==> src/rtl/mc_core.sv <==
// mc_core: small multi-cycle 8-register core with 9-bit instructions.
//
// Each instruction passes through FETCH -> EXEC (-> MEM for LD/ST). Both memory ports use a
// req/ack handshake. Address, we and data stay stable while req is high. req drops in the
// cycle after ack.
//
// Parameters:
//   DW   - data/register width (>= 4)
//   AW   - PC / instruction address width (>= 6)
//   NREG - register count, must be 8
//
// Ports:
//   clk, reset              - rising-edge clock, asynchronous active-low reset
//   imem_req/addr/ack/data  - instruction fetch port (addr = PC)
//   dmem_req/we/addr/wdata  - data port request (we = 1 for store)
//   dmem_ack/rdata          - data port completion and load data
//   halted                  - core has reached HALT
//   pc_out                  - current PC
//   cycle_cnt, instr_cnt    - saturating performance counters (only with MC_CORE_PERF_EN)
//
// Optional feature macro: MC_CORE_PERF_EN adds the two performance counter outputs.
module mc_core #(
  parameter int unsigned DW   = 8,
  parameter int unsigned AW   = 6,
  parameter int unsigned NREG = 8
) (
  input  logic          clk,
  input  logic          reset,
  output logic          imem_req,
  output logic [AW-1:0] imem_addr,
  input  logic          imem_ack,
  input  logic [8:0]    imem_data,
  output logic          dmem_req,
  output logic          dmem_we,
  output logic [DW-1:0] dmem_addr,
  output logic [DW-1:0] dmem_wdata,
  input  logic          dmem_ack,
  input  logic [DW-1:0] dmem_rdata,
  output logic          halted,
  output logic [AW-1:0] pc_out
`ifdef MC_CORE_PERF_EN
  ,
  output logic [31:0]   cycle_cnt,
  output logic [31:0]   instr_cnt
`endif
);

  if (NREG != 8) begin : g_bad_nreg
    $error("mc_core: NREG must be 8");
  end
  if (DW < 4) begin : g_bad_dw
    $error("mc_core: DW must be at least 4");
  end
  if (AW < 6) begin : g_bad_aw
    $error("mc_core: AW must be at least 6");
  end

  localparam logic [2:0] OpAdd  = 3'd0;
  localparam logic [2:0] OpSub  = 3'd1;
  localparam logic [2:0] OpAnd  = 3'd2;
  localparam logic [2:0] OpXor  = 3'd3;
  localparam logic [2:0] OpLd   = 3'd5;
  localparam logic [2:0] OpSt   = 3'd6;
  localparam logic [2:0] OpBz   = 3'd7;
  localparam logic [8:0] HaltWord = 9'h1FF;

  typedef enum logic [1:0] {StFetch, StExec, StMem, StHalt} state_e;

  state_e        state_q, state_d;
  logic [AW-1:0] pc_q, pc_d;
  logic [8:0]    ir_q, ir_d;
  logic [DW-1:0] regs_q [8];

  logic          rf_we;
  logic [DW-1:0] rf_wdata;
  logic [DW-1:0] alu_res;

  logic [2:0]    op, rd, rs;
  logic          is_halt, is_mem_op;
  logic [DW-1:0] rd_val, rs_val;
  logic [AW-1:0] pc_inc, target;

  assign op        = ir_q[8:6];
  assign rd        = ir_q[5:3];
  assign rs        = ir_q[2:0];
  assign is_halt   = (ir_q == HaltWord);
  assign is_mem_op = (op == OpLd) || (op == OpSt);
  assign rd_val    = regs_q[rd];
  assign rs_val    = regs_q[rs];
  assign pc_inc    = pc_q + AW'(1);
  assign target    = AW'(ir_q[5:0]);

  always_comb begin
    alu_res = rd_val + DW'(rs);
    case (op)
      OpAdd:   alu_res = rd_val + rs_val;
      OpSub:   alu_res = rd_val - rs_val;
      OpAnd:   alu_res = rd_val & rs_val;
      OpXor:   alu_res = rd_val ^ rs_val;
      default: alu_res = rd_val + DW'(rs);
    endcase
  end

  always_comb begin
    state_d  = state_q;
    pc_d     = pc_q;
    ir_d     = ir_q;
    rf_we    = 1'b0;
    rf_wdata = alu_res;
    unique case (state_q)
      StFetch: begin
        if (imem_ack) begin
          ir_d    = imem_data;
          state_d = StExec;
        end
      end
      StExec: begin
        if (is_halt) begin
          state_d = StHalt;
        end else if (is_mem_op) begin
          state_d = StMem;
        end else if (op == OpBz) begin
          pc_d    = (regs_q[0] == '0) ? target : pc_inc;
          state_d = StFetch;
        end else begin
          rf_we   = 1'b1;
          pc_d    = pc_inc;
          state_d = StFetch;
        end
      end
      StMem: begin
        if (dmem_ack) begin
          rf_we    = (op == OpLd);
          rf_wdata = dmem_rdata;
          pc_d     = pc_inc;
          state_d  = StFetch;
        end
      end
      StHalt: ;
      default: state_d = StFetch;
    endcase
  end

  always_ff @(posedge clk or negedge reset) begin
    if (!reset) begin
      state_q <= StFetch;
      pc_q    <= '0;
      ir_q    <= '0;
      for (int i = 0; i < 8; i++) begin
        regs_q[i] <= '0;
      end
    end else begin
      state_q <= state_d;
      pc_q    <= pc_d;
      ir_q    <= ir_d;
      if (rf_we) begin
        regs_q[rd] <= rf_wdata;
      end
    end
  end

  // The reset state is FETCH, so the request is gated to stay low while reset is held.
  assign imem_req   = (state_q == StFetch) && reset;
  assign imem_addr  = pc_q;
  assign dmem_req   = (state_q == StMem);
  assign dmem_we    = dmem_req && (op == OpSt);
  assign dmem_addr  = rs_val;
  assign dmem_wdata = rd_val;
  // halted rises while the HALT word sits in EXEC, so the HALT instruction costs only
  // its fetch cycle in the cycle count.
  assign halted     = (state_q == StHalt) || ((state_q == StExec) && is_halt);
  assign pc_out     = pc_q;

`ifdef MC_CORE_PERF_EN
  logic        retire;
  logic [31:0] cycle_cnt_q, instr_cnt_q;

  assign retire = ((state_q == StExec) && (is_halt || !is_mem_op)) ||
                  ((state_q == StMem) && dmem_ack);

  always_ff @(posedge clk or negedge reset) begin
    if (!reset) begin
      cycle_cnt_q <= '0;
      instr_cnt_q <= '0;
    end else begin
      if (!halted && (cycle_cnt_q != '1)) begin
        cycle_cnt_q <= cycle_cnt_q + 32'd1;
      end
      if (retire && (instr_cnt_q != '1)) begin
        instr_cnt_q <= instr_cnt_q + 32'd1;
      end
    end
  end

  assign cycle_cnt = cycle_cnt_q;
  assign instr_cnt = instr_cnt_q;
`endif

endmodule

==> config.mk <==
export PLATFORM = sky130hd
export DESIGN_NAME = mc_core
export DESIGN_NICKNAME = d
export VERILOG_FILES = /design/src/rtl/mc_core.sv
export SDC_FILE = /design/constraint.sdc
export NUM_CORES = 1
export LEC_CHECK = 0
export CAP_MARGIN = 20
export CORE_UTILIZATION = 30
export CTS_BUF_LIST = sky130_fd_sc_hd__clkbuf_4
export DETAILED_ROUTE_END_ITERATION = 7
export PLACE_DENSITY = 0.58
export SYNTH_ARGS = -nofsm -noshare
export SYNTH_HDL_FRONTEND = slang
export SYNTH_SLANG_ARGS = --single-unit
export TNS_END_PERCENT = 30
==> constraint.sdc <==
create_clock -name clk -period 11 [get_ports clk]
set_clock_uncertainty 0.2 [all_clocks]
set_input_delay 2.2 -clock clk [delete_from_list [all_inputs] [get_ports clk]]
set_output_delay 2.2 -clock clk [all_outputs]
set_load 0.01 [all_outputs]
; Word-level counts from Yosys, hierarchy flattened
; Index checks and enable logic that the tools add are counted.
[totals]
latch_bits = 0
mem_bits_ro = 0
register_bits = 81
wordCells = 78
ramBits = 0
out_inout_bits = 32
n_memories = 0
[op_classes]
shifts = 0
n_bitwise = 4
eq_ne = 14
n_div = 0
order_cmp = 3
n_reduce_logical = 14
n_mul = 0
n_addsub = 4
mux = 28
[ops]
columns = cell, count
row1 = 64-bit bitwise mux, 1
row2 = 8-bit two-way mux, 7
row3 = 8-bit binary-select mux with 3-bit select, 2
row4 = 8-bit case mux with 4 select lines, 1
row5 = 6-bit two-way mux, 5
row6 = 8-bit demux with 3-bit select, 1
row7 = 6-bit case mux with 2 select lines, 1
row8 = "3-bit == test, second input constant", 3
row9 = "9-bit == test, second input constant", 1
row10 = 8-bit by 3-bit adder with 8-bit output, 1
row11 = 8-bit adder, 1
row12 = 8-bit AND, 1
row13 = "4-bit >= comparator, second input constant", 2
row14 = 8-bit logical NOT, 1
row15 = 2-bit two-way mux, 4
row16 = 3-bit inverter with 4-bit output, 2
row17 = 8-bit subtractor, 1
row18 = 8-bit bitwise XOR, 1
row19 = "6-bit by 1-bit adder with 6-bit output, second input constant", 1
row20 = "3-bit by 2-bit == test with 1-bit output, second input constant", 2
row21 = "2-bit inequality test, second input constant", 3
row22 = 2-bit case mux with 3 select lines, 1
row23 = "2-bit == test, second input constant", 2
row24 = 1-bit logical AND, 4
row25 = 14 further kinds, 18

; Longest topological paths before layout
; Gate-level depths: netlist (run 1).
[depth]
word_depth = 9
mapped_depth = 18
depth_no_buf = 16

; Worst setup path after synthesis (run 1)
; Ideal clock, no wire load.
[synth_timing]
path_type = input port to output port
start = input port reset
end = output port imem_req
path_buffers = 0
t_required_ps = 8600
setup_slack_ps = 6235
stages = 1
arrival_ps = 2365
path_cell_list = and2_1
[synth_via]
elab_chain_len = 1
[synth_rtl]
columns = element, line_no
row1 = "start, declared", 28  ; input logic reset,
row2 = 1-bit logical AND, 163  ; assign imem_req = (state_q == StFetch) && reset;
row3 = "end, declared", 29  ; output logic imem_req,
; Every way passes these cells.

; Worst setup path in the final report (run 1)
[layout_timing]
start = register ir_q[3]
end = output port dmem_wdata[2]
[layout_via]
elab_chain_len = 4
[layout_rtl]
columns = element, line_no
row1 = "start, declared", 71  ; logic [8:0] ir_q, ir_d;
row2 = "start signal, assigned", 155  ; ir_q <= ir_d;
row3 = 3-bit inverter with 4-bit output (not written as such), 88  ; assign rd_val = regs_q[rd];
row4 = 8-bit binary-select mux with 3-bit select, 88
row5 = 8-bit two-way mux (not written as such) (2 in series), 88
row6 = "end, declared", 36  ; output logic [DW-1:0] dmem_wdata,
; Every way passes these cells. The select of a mux whose other input is x is not followed.

==> impl_metrics.ini, run 1 <==
[synth]
synth_top_area_frac = 0.375
synth_enable_flop_cells = 0
synth_ff_type = dfrtp_1
ys_seq_area_frac = 0.375
postSynth.asyncResetShare = 1.00
synth_top_area_cell = dfrtp_1
ys_types = 63
yosys_warnings = 0
synth_top_family_by_area = compound AO/OA/AOI/OAI gates
synth_xor_area_frac = 0.0114
netlist_area_mm2 = 0.00540
netlist_instances = 558
ys_ff_latch = 81
synth_fp_nets = 604
synth-adder-area-share = 0.0593
synth.area.mux_share = 0.155
synth_compound_area_frac = 0.197
synth_area_per_cell_um2 = 9.68
ys_top_cells_by_area = dfrtp_1 (38%), mux4_2 (8.3%), o21ai_0 (6.7%)
synth-simple-area-share = 0.143

[setup_path]
crit_path_end_kind = primary output
cp.arrival_ns = 3.18
worst-setup-path-type = register to primary output
start_kind = register
worstPathMaxFanout = 21
cp_data_required_time_ns = 8.60

[finish]
drive_above_1_share = 0.132
syn_to_final_growth_pct = 13.6
final_util = 0.352
final_net_count = 635
fillers = 1777
n_antenna_cell = 0

[placement]
dp_hpwl_mm = 11.2
dp_slack_ns = 5.48
gp_congestion = 0.905
io_buffers = 52

[floorplanning]
coreArea_mm2 = 0.0174
fp.dieArea_mm2 = 0.0185
std_cell_rows = 48
die_y_um = 136
pin_count = 53
die_w_um = 136
initial_utilization = 0.310

[sta]
period_minus_slack_ns = 5.58
period_share = 0.507
slew_violations = 0
slew_headroom = 0.312
setup_tns_ns = 0
whs_ns = 0.318
rsz0062_at_grt = no
fmax_mhz = 179
setup_viol = 0
hold_viol_final = 0
worst_slew_pin_slew_ns = 1.03
worst_slack_ns = 5.42

[cts]
cts.sinks = 81
hold_buffers = 0
clkTransAtPathRegs_ns = 0.12
post_cts_buffers = 0
cts_made_buffers = 9
post_cts_resized = 0
tritoncts = yes
cts-root-buf = clkbuf_4
clk_latency_ns = 0.44
cts_buffer_depth = 2
htreeDepth = 3

[drt]
via_count = 4428
first_iter_violations = 299
drcViolationCount = 0
drt-total-wl_mm = 15.4
avgRoutedWirePerCell_um = 18.8
ant_nets = 0
viasPerCell = 5.42
dr.pass1.iters = 5

[global_route]
grt_usage = 0.177
antenna_found_initial = 0
grt-ovfl-total = 0
grt_max_degree = 70
grt_pass1_vias = 4473
grt_first_pass_wirelength_mm = 24.5

[outcome]
outcome = finished clean

[min_path]
hold_path.class = register to register

[job]
cap_violations = 0
-- cells in the final DEF, fill, tap and decap left out, types with 6 or more instances in the layout --
cell type        instances
nand2_1                 93
dfrtp_1                 81
o21ai_0                 72
clkdlybuf4s50_1         51
nor2_1                  25
ha_1                    24
inv_1                   22
mux4_2                  20
mux2i_1                 19
a21oi_1                 17
mux2_2                  15
nor2b_1                 11
clkbuf_4                10
a211oi_1                 7
a22oi_1                  6
nand3_1                  6
o31ai_1                  6
buf_4                    6
-- layout make-up --
class                      count  area (µm²)  share of cell area
clock buffer                  10        75.1              0.0122
clock inverter                 4        46.3             0.00755
inverter                      24        90.1              0.0147
multi-input combinational    416        3060               0.498
sequential                    81        2030               0.331
tap                          225         282              0.0459
timing repair buffer          57         556              0.0906
-- cells in the mapped netlist, drive strengths merged (14+ instances only) --
| library cell | number |
|---|---|
| nand2 | 96 |
| dfrtp | 81 |
| o21ai | 75 |
| nor2 | 25 |
| ha | 24 |
| inv | 24 |
| buf | 23 |
| mux4 | 21 |
| mux2i | 19 |
| a21oi | 17 |
| mux2 | 15 |
| clkbuf | 14 |
-- state kept, by name (all words and copies together) (netlist names) --
name / flops
imem_addr: 6
state_q: 2
ir_q: 9
regs_q: 64
-- logic make-up after synthesis --
family          count (synthesis)
simple gates                  169
buf+inv                        61
compound gates                160
xor+xnor                        7
flops                          81
fa+ha+maj                      25
mux                            55
-- layer usage --
metal | track usage | vias to the layer above | part of all wire
met5 | 0 | - | 0
met4 | 0.0710 | 0 | 0.026
met3 | 0.0328 | 28 | 0.051
met2 | 0.285 | 122 | 0.46
met1 | 0.234 | 2191 | 0.46
li1 | - | 2087 | -
-- metrics by stage --
stage | cells | area (µm²)
floorplan | 558 | 5400
global route | 817 | 6130
global placement | 803 | 6010
CTS | 817 | 6130
finish | 817 | 6130
detailed placement | 803 | 6010
-- worst paths after layout --
| path | startpoint | to | slack (ns) | cells after the start |
|---|---|---|---|---|
| max | ir_q[3] | dmem_wdata[2] | 5.42 | 4 |
| min | regs_q[19] | regs_q[19] | 0.32 | 2 |
| max reg2reg | ir_q[0] | regs_q[7] | 5.74 | 16 |
| min reg2reg | regs_q[19] | regs_q[19] | 0.32 | 2 |
| max in group asynchronous | reset | regs_q[47] | 8.09 | 2 |
| min in group asynchronous | reset | imem_addr[3] | 1.38 | 1 |
-- worst max-delay path: stages, from the launching register on --
cell and delay (ns):
dfrtp_1 0.95, nor2b_1 0.62, a22o_2 0.25, a221o_1 0.30, clkdlybuf4s50_1 0.60
Power of run 1 is not shown: default switching activity piles up to over one toggle a cycle in this logic, so the estimate is an artifact.
==> run 2, diff against run 1 <==
Settings changed: PLACE_DENSITY 0.58 to 0.6.
Clock period 11 ns to 4.7 ns, I/O delays scaled along.
==> run 2 against run 1 <==
Net effect:
- die area stayed put
- cell count is 2.2% higher
- via count is 3.8% higher
- non-clock buffer count is 16 higher
- first-iteration DRC count is 18% higher
- hold slack worse by 0.15 ns
==> impl_metrics.ini, run 2 (synthesized netlist as in run 1, its figures left out) <==
[sta]
setup_tns_ns = 0
fmax_mhz = 222
slew_violations = 0
hold_viol_final = 0
slew_headroom = 0.365
setup_viol = 0
worst_slew_pin_slew_ns = 0.953
period_share = 0.958
worst_slack_ns = 0.197
period_minus_slack_ns = 4.50
whs_ns = 0.168

[job]
cap_violations = 0

[cts]
clkTransAtPathRegs_ns = 0.15
cts-root-buf = clkbuf_4
htreeDepth = 3
cts_made_buffers = 9
hold_buffers = 0
cts.sinks = 81
tritoncts = yes
cts_buffer_depth = 2
clk_latency_ns = 0.46

[finish]
final_net_count = 651
final_cell_mix = nand2_1 (93), dfrtp_1 (79), o21ai_0 (72)
fillers = 1761
n_antenna_cell = 0
drive_above_1_share = 0.172
final_util = 0.365
largest_register = regs_q
syn_to_final_growth_pct = 17.7
largest_reg_flops = 64
final_common_cell = nand2_1

[drt]
via_count = 4596
drcViolationCount = 0
drt-total-wl_mm = 16.1
viasPerCell = 5.50
first_iter_violations = 352
ant_nets = 0
dr.pass1.iters = 5
avgRoutedWirePerCell_um = 19.3

[setup_path]
worstPathMaxFanout = 8
cp_slowest_stage_delay_ns = 0.59
cp.arrival_ns = 4.67
r2r-end = regs_q[7]
crit_slowest_cell = or4_1
crit_path_end_kind = register
reg2reg_from = ir_q[0]
start_kind = register
r2r_slack_ns = 0.20
critPathLaunch = ir_q[0]
worstPathCellList = mux4_2, or4_1, o41ai_4, nor2b_1, nor2_1, xor2_1, o21ai_0, ha_2, or3_1, a211oi_1, or4_4, and4_1, o31a_4, o31ai_2
endpoint = regs_q[7]
cp_data_required_time_ns = 4.87
worst-setup-path-type = register to register
reg2regPathDepth = 14

[global_route]
grt_usage = 0.184
grt_first_pass_wirelength_mm = 25.6
use_met1 = 0.240
antenna_found_initial = 0
grt_use_met3 = 0.0358
grt_pass1_vias = 4646
grt-ovfl-total = 0
grt_max_degree = 57
grt-busiest-layer = met2
met2_usage = 0.303

[placement]
dp_hpwl_mm = 12.0
io_buffers = 52
dp_slack_ns = 0.145
gp_congestion = 0.897

[floorplanning]
fp.dieArea_mm2 = 0.0185
std_cell_rows = 48
initial_utilization = 0.310
die_w_um = 136
pin_count = 53
die_y_um = 136
coreArea_mm2 = 0.0174

[min_path]
hold_path.class = primary input to async pin

[outcome]
outcome = finished clean
## run 2: stage by stage
stage	instances	instance area, µm²
3_3_place_gp	817	6120
4_1_cts	833	6310
5_1_grt	835	6360
2_1_floorplan	558	5400
3_5_place_dp	817	6120
6_report	835	6360
## run 2: worst min-delay path by stage
stage / to / slack (ns) / cells after the start / from
floorplan: regs_q[29] / 0.26 / 2 / regs_q[29]
global placement: regs_q[29] / 0.28 / 2 / regs_q[29]
detailed placement: regs_q[13] / 0.30 / 2 / regs_q[13]
CTS: state_q[1] / 0.16 / 1 / reset
global route: state_q[1] / 0.18 / 1 / reset
finish: state_q[1] / 0.17 / 1 / reset
## run 2: layout make-up
| type | instances | area [µm²] | area share |
|---|---|---|---|
| Clock buffer | 9 | 67.6 | 0.0106 |
| Clock inverter | 7 | 118 | 0.0185 |
| Inverter | 24 | 90.1 | 0.0142 |
| Multi-Input combinational cell | 416 | 3090 | 0.487 |
| Sequential cell | 81 | 2030 | 0.319 |
| Tap cell | 225 | 282 | 0.0443 |
| Timing Repair Buffer | 73 | 676 | 0.106 |
## run 2: timing repair
| action | in CTS | in global routing |
|---|---|---|
| setup buffers | 0 | 2 |
| endpoints found under the setup margin | 0 | 8 |
| resized for setup | 0 | 8 |
## run 2: critical path, delay by kind of cell (launching register included)
family	cells	cell delay, ns
and+or+nand+nor	6	1.66
AOI/OAI and AO/OA	5	1.08
adders and majority gates	1	0.28
DFF	1	0.50
xor gates and xnor gates	1	0.15
muxes	1	0.53
## run 2: routing by layer
metal / vias to the layer above / part of all wire
li1: 2123 / -
met1: 2275 / 0.44
met2: 174 / 0.48
met3: 24 / 0.060
met4: 0 / 0.023
met5: - / 0
Power of run 2 is left out for the same reason.
==> run 3, diff against run 2 <==
Settings changed: CORE_UTILIZATION 30 to 45, PLACE_DENSITY 0.6 to 0.79.
==> run 3 against run 2 <==
Net effect:
- sequential share of layout area grew 0.92 points
- maximum frequency grew 0.63%
- global-route usage grew 6.8 points
- sequential cell count is the same
- the run now ends with design-rule violations left
- first-iteration DRC count grew 58%
- highest routed layer unchanged
- cell area shrank 2.8%
- clock-buffer cell count is the same
==> impl_metrics.ini, run 3 (synthesized netlist as in run 1, its figures left out) <==
[sta]
setup_tns_ns = 0
fmax_mhz = 223
worst_slew_pin_slew_ns = 0.923
period_share = 0.952
worst_slack_ns = 0.225
hold_viol_final = 0
period_minus_slack_ns = 4.47
rsz0062_at_grt = no
setup_viol = 0
slew_headroom = 0.384
slew_violations = 0

[outcome]
violations = design-rule violations
outcome = complete, but fails checks

[drt]
dr.pass1.iters = 8
viasPerCell = 6.14
first_iter_violations = 555
drt-total-wl_mm = 15.1
avgRoutedWirePerCell_um = 20.1
via_count = 4627
ant_nets = 0
drcViolationCount = 7

[finish]
syn_to_final_growth_pct = 14.4
largest_reg_flops = 64
final_common_cell = nand2_1
final_net_count = 650
drive_above_1_share = 0.156
final_cell_mix = nand2_1 (93), dfrtp_1 (79), o21ai_0 (72)
fillers = 1016
largest_register = regs_q

[setup_path]
worstPathMaxFanout = 8
worst-setup-path-type = register to register
cp_data_required_time_ns = 4.86
crit_path_end_kind = register
cp_slowest_stage_delay_ns = 0.54
start_kind = register
crit_slowest_cell = mux4_2
r2r_slack_ns = 0.23
cp.arrival_ns = 4.64
crit_family = compound AO/OA/AOI/OAI gates
worstPathCellList = buf_4, mux4_2, o41ai_2, nor2b_1, nor2_1, xor2_1, o21ai_0, ha_1, or3_1, a211oi_1, or4_4, and4_1, o31a_4, o31ai_1
cp.buffers_inverters = 1

[cts]
clkTransAtPathRegs_ns = 0.13
tritoncts = yes
cts_buffer_depth = 2
htreeDepth = 3
cts_made_buffers = 9
clk_latency_ns = 0.46
post_cts_buffers = 0
cts.sinks = 81
cts-root-buf = clkbuf_4

[floorplanning]
pin_count = 53
fp.dieArea_mm2 = 0.0124
die_y_um = 112
coreArea_mm2 = 0.0116
initial_utilization = 0.467
die_w_um = 112
std_cell_rows = 39

[global_route]
grt_first_pass_wirelength_mm = 23.9
antenna_found_initial = 1
grt_max_degree = 81
grt_usage = 0.252
grt_pass1_vias = 4611
grt-ovfl-total = 0

[job]
cap_violations = 0

[placement]
dp_slack_ns = 0.167
gp_congestion = 0.941
dp_hpwl_mm = 11.2
io_buffers = 52

[min_path]
hold_path.class = primary input to async pin
==> run 3: timing repair <==
action / 4_1_cts / 5_1_grt
hold buffers: 0 / 0
gates resized for setup: 0 / 2
endpoints found under the setup margin: 0 / 8
==> run 3: final timing paths <==
path / startpoint / depth (start not counted) / to
max: ir_q[0] / 14 / regs_q[15]
min: reset / 1 / ir_q[3]
max reg2reg: ir_q[0] / 14 / regs_q[15]
min reg2reg: regs_q[13] / 2 / regs_q[13]
max in group asynchronous: reset / 3 / regs_q[33]
min in group clk: regs_q[13] / 2 / regs_q[13]
==> run 3: cell type report <==
cell class / count / area [µm²] / area share
antenna: 1 / 2.50 / 0.000405
clock buffer: 9 / 67.6 / 0.0109
clock inverter: 7 / 70.1 / 0.0113
inverter: 24 / 90.1 / 0.0146
multi-input combinational: 416 / 3050 / 0.494
sequential: 81 / 2030 / 0.329
tap: 143 / 179 / 0.0290
timing repair buffer: 72 / 688 / 0.111
==> run 3: per-stage QoR <==
step,hold slack [ns],instances,area (µm²),util
after global placement,0.279,735,6010,0.519
after detailed placement,0.293,735,6010,0.519
after CTS,0.0562,751,6140,0.531
final,0.0829,753,6180,0.534
after floorplan,0.258,558,5400,-
after global routing,0.0478,753,6180,0.534
==> run 3: metal layers <==
metal,global-route usage,part of all wire
met4,0.144,0.045
met5,0,0
met3,0.0621,0.086
met2,0.394,0.45
met1,0.322,0.42
Power of run 3 is left out for the same reason.
==> RTL edit 1, RTL diff (settings of run 3) <==
Re-encode `state_e` (4 states) as one-hot, 4 bits wide.
--- a/src/rtl/mc_core.sv
+++ b/src/rtl/mc_core.sv
@@ -65,5 +65,5 @@
   localparam logic [8:0] HaltWord = 9'h1FF;
 
-  typedef enum logic [1:0] {StFetch, StExec, StMem, StHalt} state_e;
+  typedef enum logic [3:0] {StFetch = 4'b0001, StExec = 4'b0010, StMem = 4'b0100, StHalt = 4'b1000} state_e;
 
   state_e        state_q, state_d;
Function: no difference found for any inputs over 4 cycles, from zero or initial values and one cycle with reset low; so few cycles prove little.
==> RTL edit 1 against run 3 <==
Sequential share of layout area increased by 0.51 points. Sequential cell count grew 2. Synthesized cell count decreased by 1.1%. Area after synthesis increased by 1.6%. Setup slack better by 0.040 ns. Global-route usage increased by 0.48 points. Critical path type unchanged. Design area is 0.91% higher. Wire length up 1.6%.
Power is left out: the tool's default activity adds up to more than one toggle a clock period on the data nets, which glitch-free logic cannot reach.
==> RTL edit 1: results (changes against run 3) <==
| Metric | Value |
|---|---|
| CTS HTree Levels | `3 (unchanged)` |
| Vias in the first global route | `4596 (-0.33%)` |
| Tot GR Track Use | `0.257 (+0.00476)` |
| Commonest cells post-synth | `dfrtp_1 (82), nand2_1 (68), mux2_2 (50), nor2_1 (49), a21oi_1 (41)` |
| WL per Instance | `20.7 µm (+3.2%)` |
| Pin count of the biggest net entering global routing | `45 (-44%)` |
| Post-Syn Nets | `594 (-1.7%)` |
| Nets | `636 (-2.2%)` |
| Fill cells | `1081 (+6.4%)` |
| R2R setup slack | `0.27 ns (+0.04 ns)` |
| First-pass GRT wire length | `24800 µm (+3.7%)` |
| Reg2reg path depth | `15 (+1)` |
| Initial antenna violation count | `0 (-1)` |
| Crit path max fanout | `24 (+16)` |
| Post-synth cell types | `51 (-19%)` |
| Yosys warning count | `0 (unchanged)` |
| Post-synth top area share | `0.374 (-0.00152)` |
| Clock buffer count from CTS | `9 (unchanged)` |
| Number of DRC markers in iteration 0 | `578 (+4.1%)` |
| Worst Path Arrival | `4.56 ns (-0.08 ns)` |
| Capturing point of the worst reg2reg path | `regs_q[54]$_DFFE_PN0P_` |
| Status | `complete, no violations` |
| Commonest register cell after synthesis | `dfrtp_1` |
| Synth area leaders | `dfrtp_1 (37%), mux2_2 (10%), mux4_2 (8.6%)` |
| Sequential element share of the synthesized area | `0.379 (+0.00327)` |
| Max reg flops | `64 (unchanged)` |
| CP max stage cell | `dfrtp_1` |
| Most flop-heavy register | `regs_q` |
| Ys async rst share | `1.00 (unchanged)` |
| Drt pass-1 iters | `6 (-2)` |
| Slew @ Worst Pin | `0.716 ns (-0.207 ns)` |
| Share of cells above drive strength 1 | `0.187 (+0.0313)` |
| Antenna diode count | `0 (-1)` |
| Post-DR vias/cell | `6.32 (+2.8%)` |
| Post-DP HPWL | `11000 µm (-1.4%)` |
| Origin of the critical flop-to-flop path | `ir_q[1]$_DFFE_PN0P_` |
| Gpl congestion | `0.963 (+2.3%)` |
| Skew-Pair Late Insertion Delay | `0.45 ns` |
| Top delay family on crit path | `simple AND/OR/NAND/NOR gates` |
==> RTL edit 1: worst max-delay path by stage <==
stage | startpoint | endpoint | slack, ns | cells after the start
floorplan | ir_q[0]$_DFFE_PN0P_ | regs_q[47]$_DFFE_PN0P_ | 0.72 | 17
global placement | ir_q[0]$_DFFE_PN0P_ | regs_q[6]$_DFFE_PN0P_ | 0.54 | 15
detailed placement | ir_q[0]$_DFFE_PN0P_ | regs_q[54]$_DFFE_PN0P_ | 0.30 | 15
CTS | ir_q[0]$_DFFE_PN0P_ | regs_q[54]$_DFFE_PN0P_ | 0.27 | 15
global route | ir_q[1]$_DFFE_PN0P_ | regs_q[54]$_DFFE_PN0P_ | 0.009 | 15
finish | ir_q[1]$_DFFE_PN0P_ | regs_q[54]$_DFFE_PN0P_ | 0.27 | 15
==> RTL edit 1: layout make-up <==
type | count | area share
clock buffer | 10 | 0.0120
clock inverter | 5 | 0.00341
inverter | 22 | 0.0132
multi-input combinational | 405 | 0.501
sequential | 83 | 0.334
tap | 143 | 0.0287
timing repair buffer | 73 | 0.108
==> RTL edit 1: stage by stage <==
stage	util	instances	area (µm²)	worst slack [ns]	hold slack (ns)
2_1_floorplan	-	552	5490	0.715	0.255
3_3_place_gp	0.526	726	6140	0.538	0.266
3_5_place_dp	0.526	726	6140	0.304	0.301
4_1_cts	0.534	741	6230	0.266	0.267
5_1_grt	0.534	741	6230	0.00873	0.279
6_report	0.534	741	6230	0.266	0.253
==> RTL edit 1: cell families (layout without fill, tap and decap cells) <==
group,Yosys count,after routing,synth area share
flops,83,83,0.379
simple gates,174,174,0.146
xor+xnor,8,8,0.0155
mux,94,94,0.243
fa+ha+maj,21,21,0.0492
compound gates,108,108,0.116
buf+inv,64,110,0.0529
==> RTL edit 1: timing repair <==
item,in CTS,in global routing
endpoints found under the setup margin,0,22
setup buffers,0,0
resized for setup,0,1
==> RTL edit 1: worst register-to-register path, cell delays in order (launching register included) <==
cell      delay, ns
dfrtp_1        0.53
buf_4          0.36
mux4_2         0.39
or4_1          0.47
nand2_1        0.12
nor2_1         0.06
xnor2_1        0.17
a21oi_1        0.09
ha_1           0.33
o21ai_0        0.14
a21boi_0       0.20
o21a_1         0.21
or3_1          0.31
a31oi_1        0.18
mux2i_1        0.22
mux2_2         0.33
==> RTL edit 1: per-layer routing <==
metal  global-route usage  part of all wire  vias up
met5                    0                 0        -
met4                0.115             0.032        0
met3               0.0540             0.091       37
met2                0.402              0.46      244
met1                0.346              0.42     2311
li1                     -                 -     2090
==> RTL edit 2, RTL diff (config.mk and constraints of run 3) <==
Without the edit above. The parameter `DW` goes from 8 to 6.
--- a/src/rtl/mc_core.sv
+++ b/src/rtl/mc_core.sv
@@ -21,5 +21,5 @@
 // Optional feature macro: MC_CORE_PERF_EN adds the two performance counter outputs.
 module mc_core #(
-  parameter int unsigned DW   = 8,
+  parameter int unsigned DW   = 6,
   parameter int unsigned AW   = 6,
   parameter int unsigned NREG = 8
Interface: changed (resized dmem_addr, dmem_rdata and dmem_wdata); port bits go from 53 to 47. The function was not compared with the original's and may differ.
==> RTL edit 2 against run 3 <==
Utilization rose by 0.27 points. Final cell count fell by 17%. Critical path type unchanged. Setup slack improved by 0.22 ns. Wire length fell by 26%. Design area fell by 19%. Sequential cell count fell by 16. Hold slack improved by 0.23 ns. Highest routed layer unchanged. Critical path depth did not move. Area after synthesis fell by 19%.
Power is not shown: default switching activity piles up to over one toggle a cycle in this logic, so the estimate is an artifact.
==> RTL edit 2: results (changes against run 3) <==
| Metric | Value |
|---|---|
| Status | `complete, no violations` |
| WL per Instance | `18.0 µm (-10%)` |
| Vias in the first global route | `3522 (-24%)` |
| Mux cell area share after synthesis | `0.197 (+0.0425)` |
| M1 GR Usage | `0.307 (-0.0147)` |
| Synth Area in Adders | `0.0616 (+0.00228)` |
| Mean post-synth cell area | `9.58 µm² (-1.0%)` |
| Sequential element share of the synthesized area | `0.371 (-0.00466)` |
| Compound-Gate Fraction of Synth Area | `0.142 (-0.0550)` |
| Detailed Route WL | `11200 µm (-26%)` |
| Synth area leaders | `dfrtp_1 (37%), mux2i_1 (6.4%), mux2_2 (5.9%)` |
| Slew @ Worst Pin | `0.937 ns (+0.0142 ns)` |
| Pre-CTS WS | `0.506 ns (+0.339 ns)` |
| Wl on met1 | `4600 µm (-27%)` |
| First-pass GRT wire length | `17900 µm (-25%)` |
| Post-Syn Nets | `498 (-18%)` |
| Worst Path Arrival | `4.33 ns (-0.31 ns)` |
| M3 GR Usage | `0.0451 (-0.0170)` |
| Total number of vias | `3651 (-21%)` |
| Initial antenna violation count | `0 (-1)` |
| CP max stage cell | `dfrtp_1` |
| Met2 usage | `0.368 (-0.0260)` |
| Crit path max fanout | `13 (+5)` |
| Xor/xnor share of the synthesized area | `0.0225 (+0.0112)` |
| Antenna diode count | `0 (-1)` |
| Hold_ws | `0.312 ns (+0.229 ns)` |
| Metal3 WL | `896 µm (-31%)` |
| Post-DP HPWL | `8060 µm (-28%)` |
| Max reg flops | `48 (-25%)` |
| Skew-Pair Late Insertion Delay | `0.42 ns (-0.04 ns)` |
| Min cycle time layout | `4.26 ns (-0.219 ns)` |
| Pin count of the biggest net entering global routing | `66 (-19%)` |
| Slowest stage delay, CP | `0.74 ns (+0.20 ns)` |
-- RTL edit 2: cell count changes in the layout (fill, tap and decap cells not counted), moves of 6 or more --
cell | before | now
nand2_1 | 93 | 41
o21ai_0 | 72 | 28
a21oi_1 | 17 | 47
nor2_1 | 25 | 49
mux4_2 | 20 | 5
dfrtp_1 | 79 | 65
buf_4 | 20 | 7
mux2i_1 | 19 | 28
mux2_2 | 15 | 23
nand3_1 | 6 | 13
clkdlybuf4s50_1 | 51 | 45
inv_1 | 22 | 16
mux4_1 | 1 | 7
o31ai_1 | 6 | 0
-- RTL edit 2: cell type report --
class,count,area [µm²],share of cell area
Clock buffer,9,67.6,0.0135
Tap cell,129,161,0.0322
Sequential cell,65,1630,0.325
Multi-Input combinational cell,343,2520,0.504
Timing Repair Buffer,53,508,0.101
Clock inverter,7,61.3,0.0122
Inverter,16,60.1,0.0120
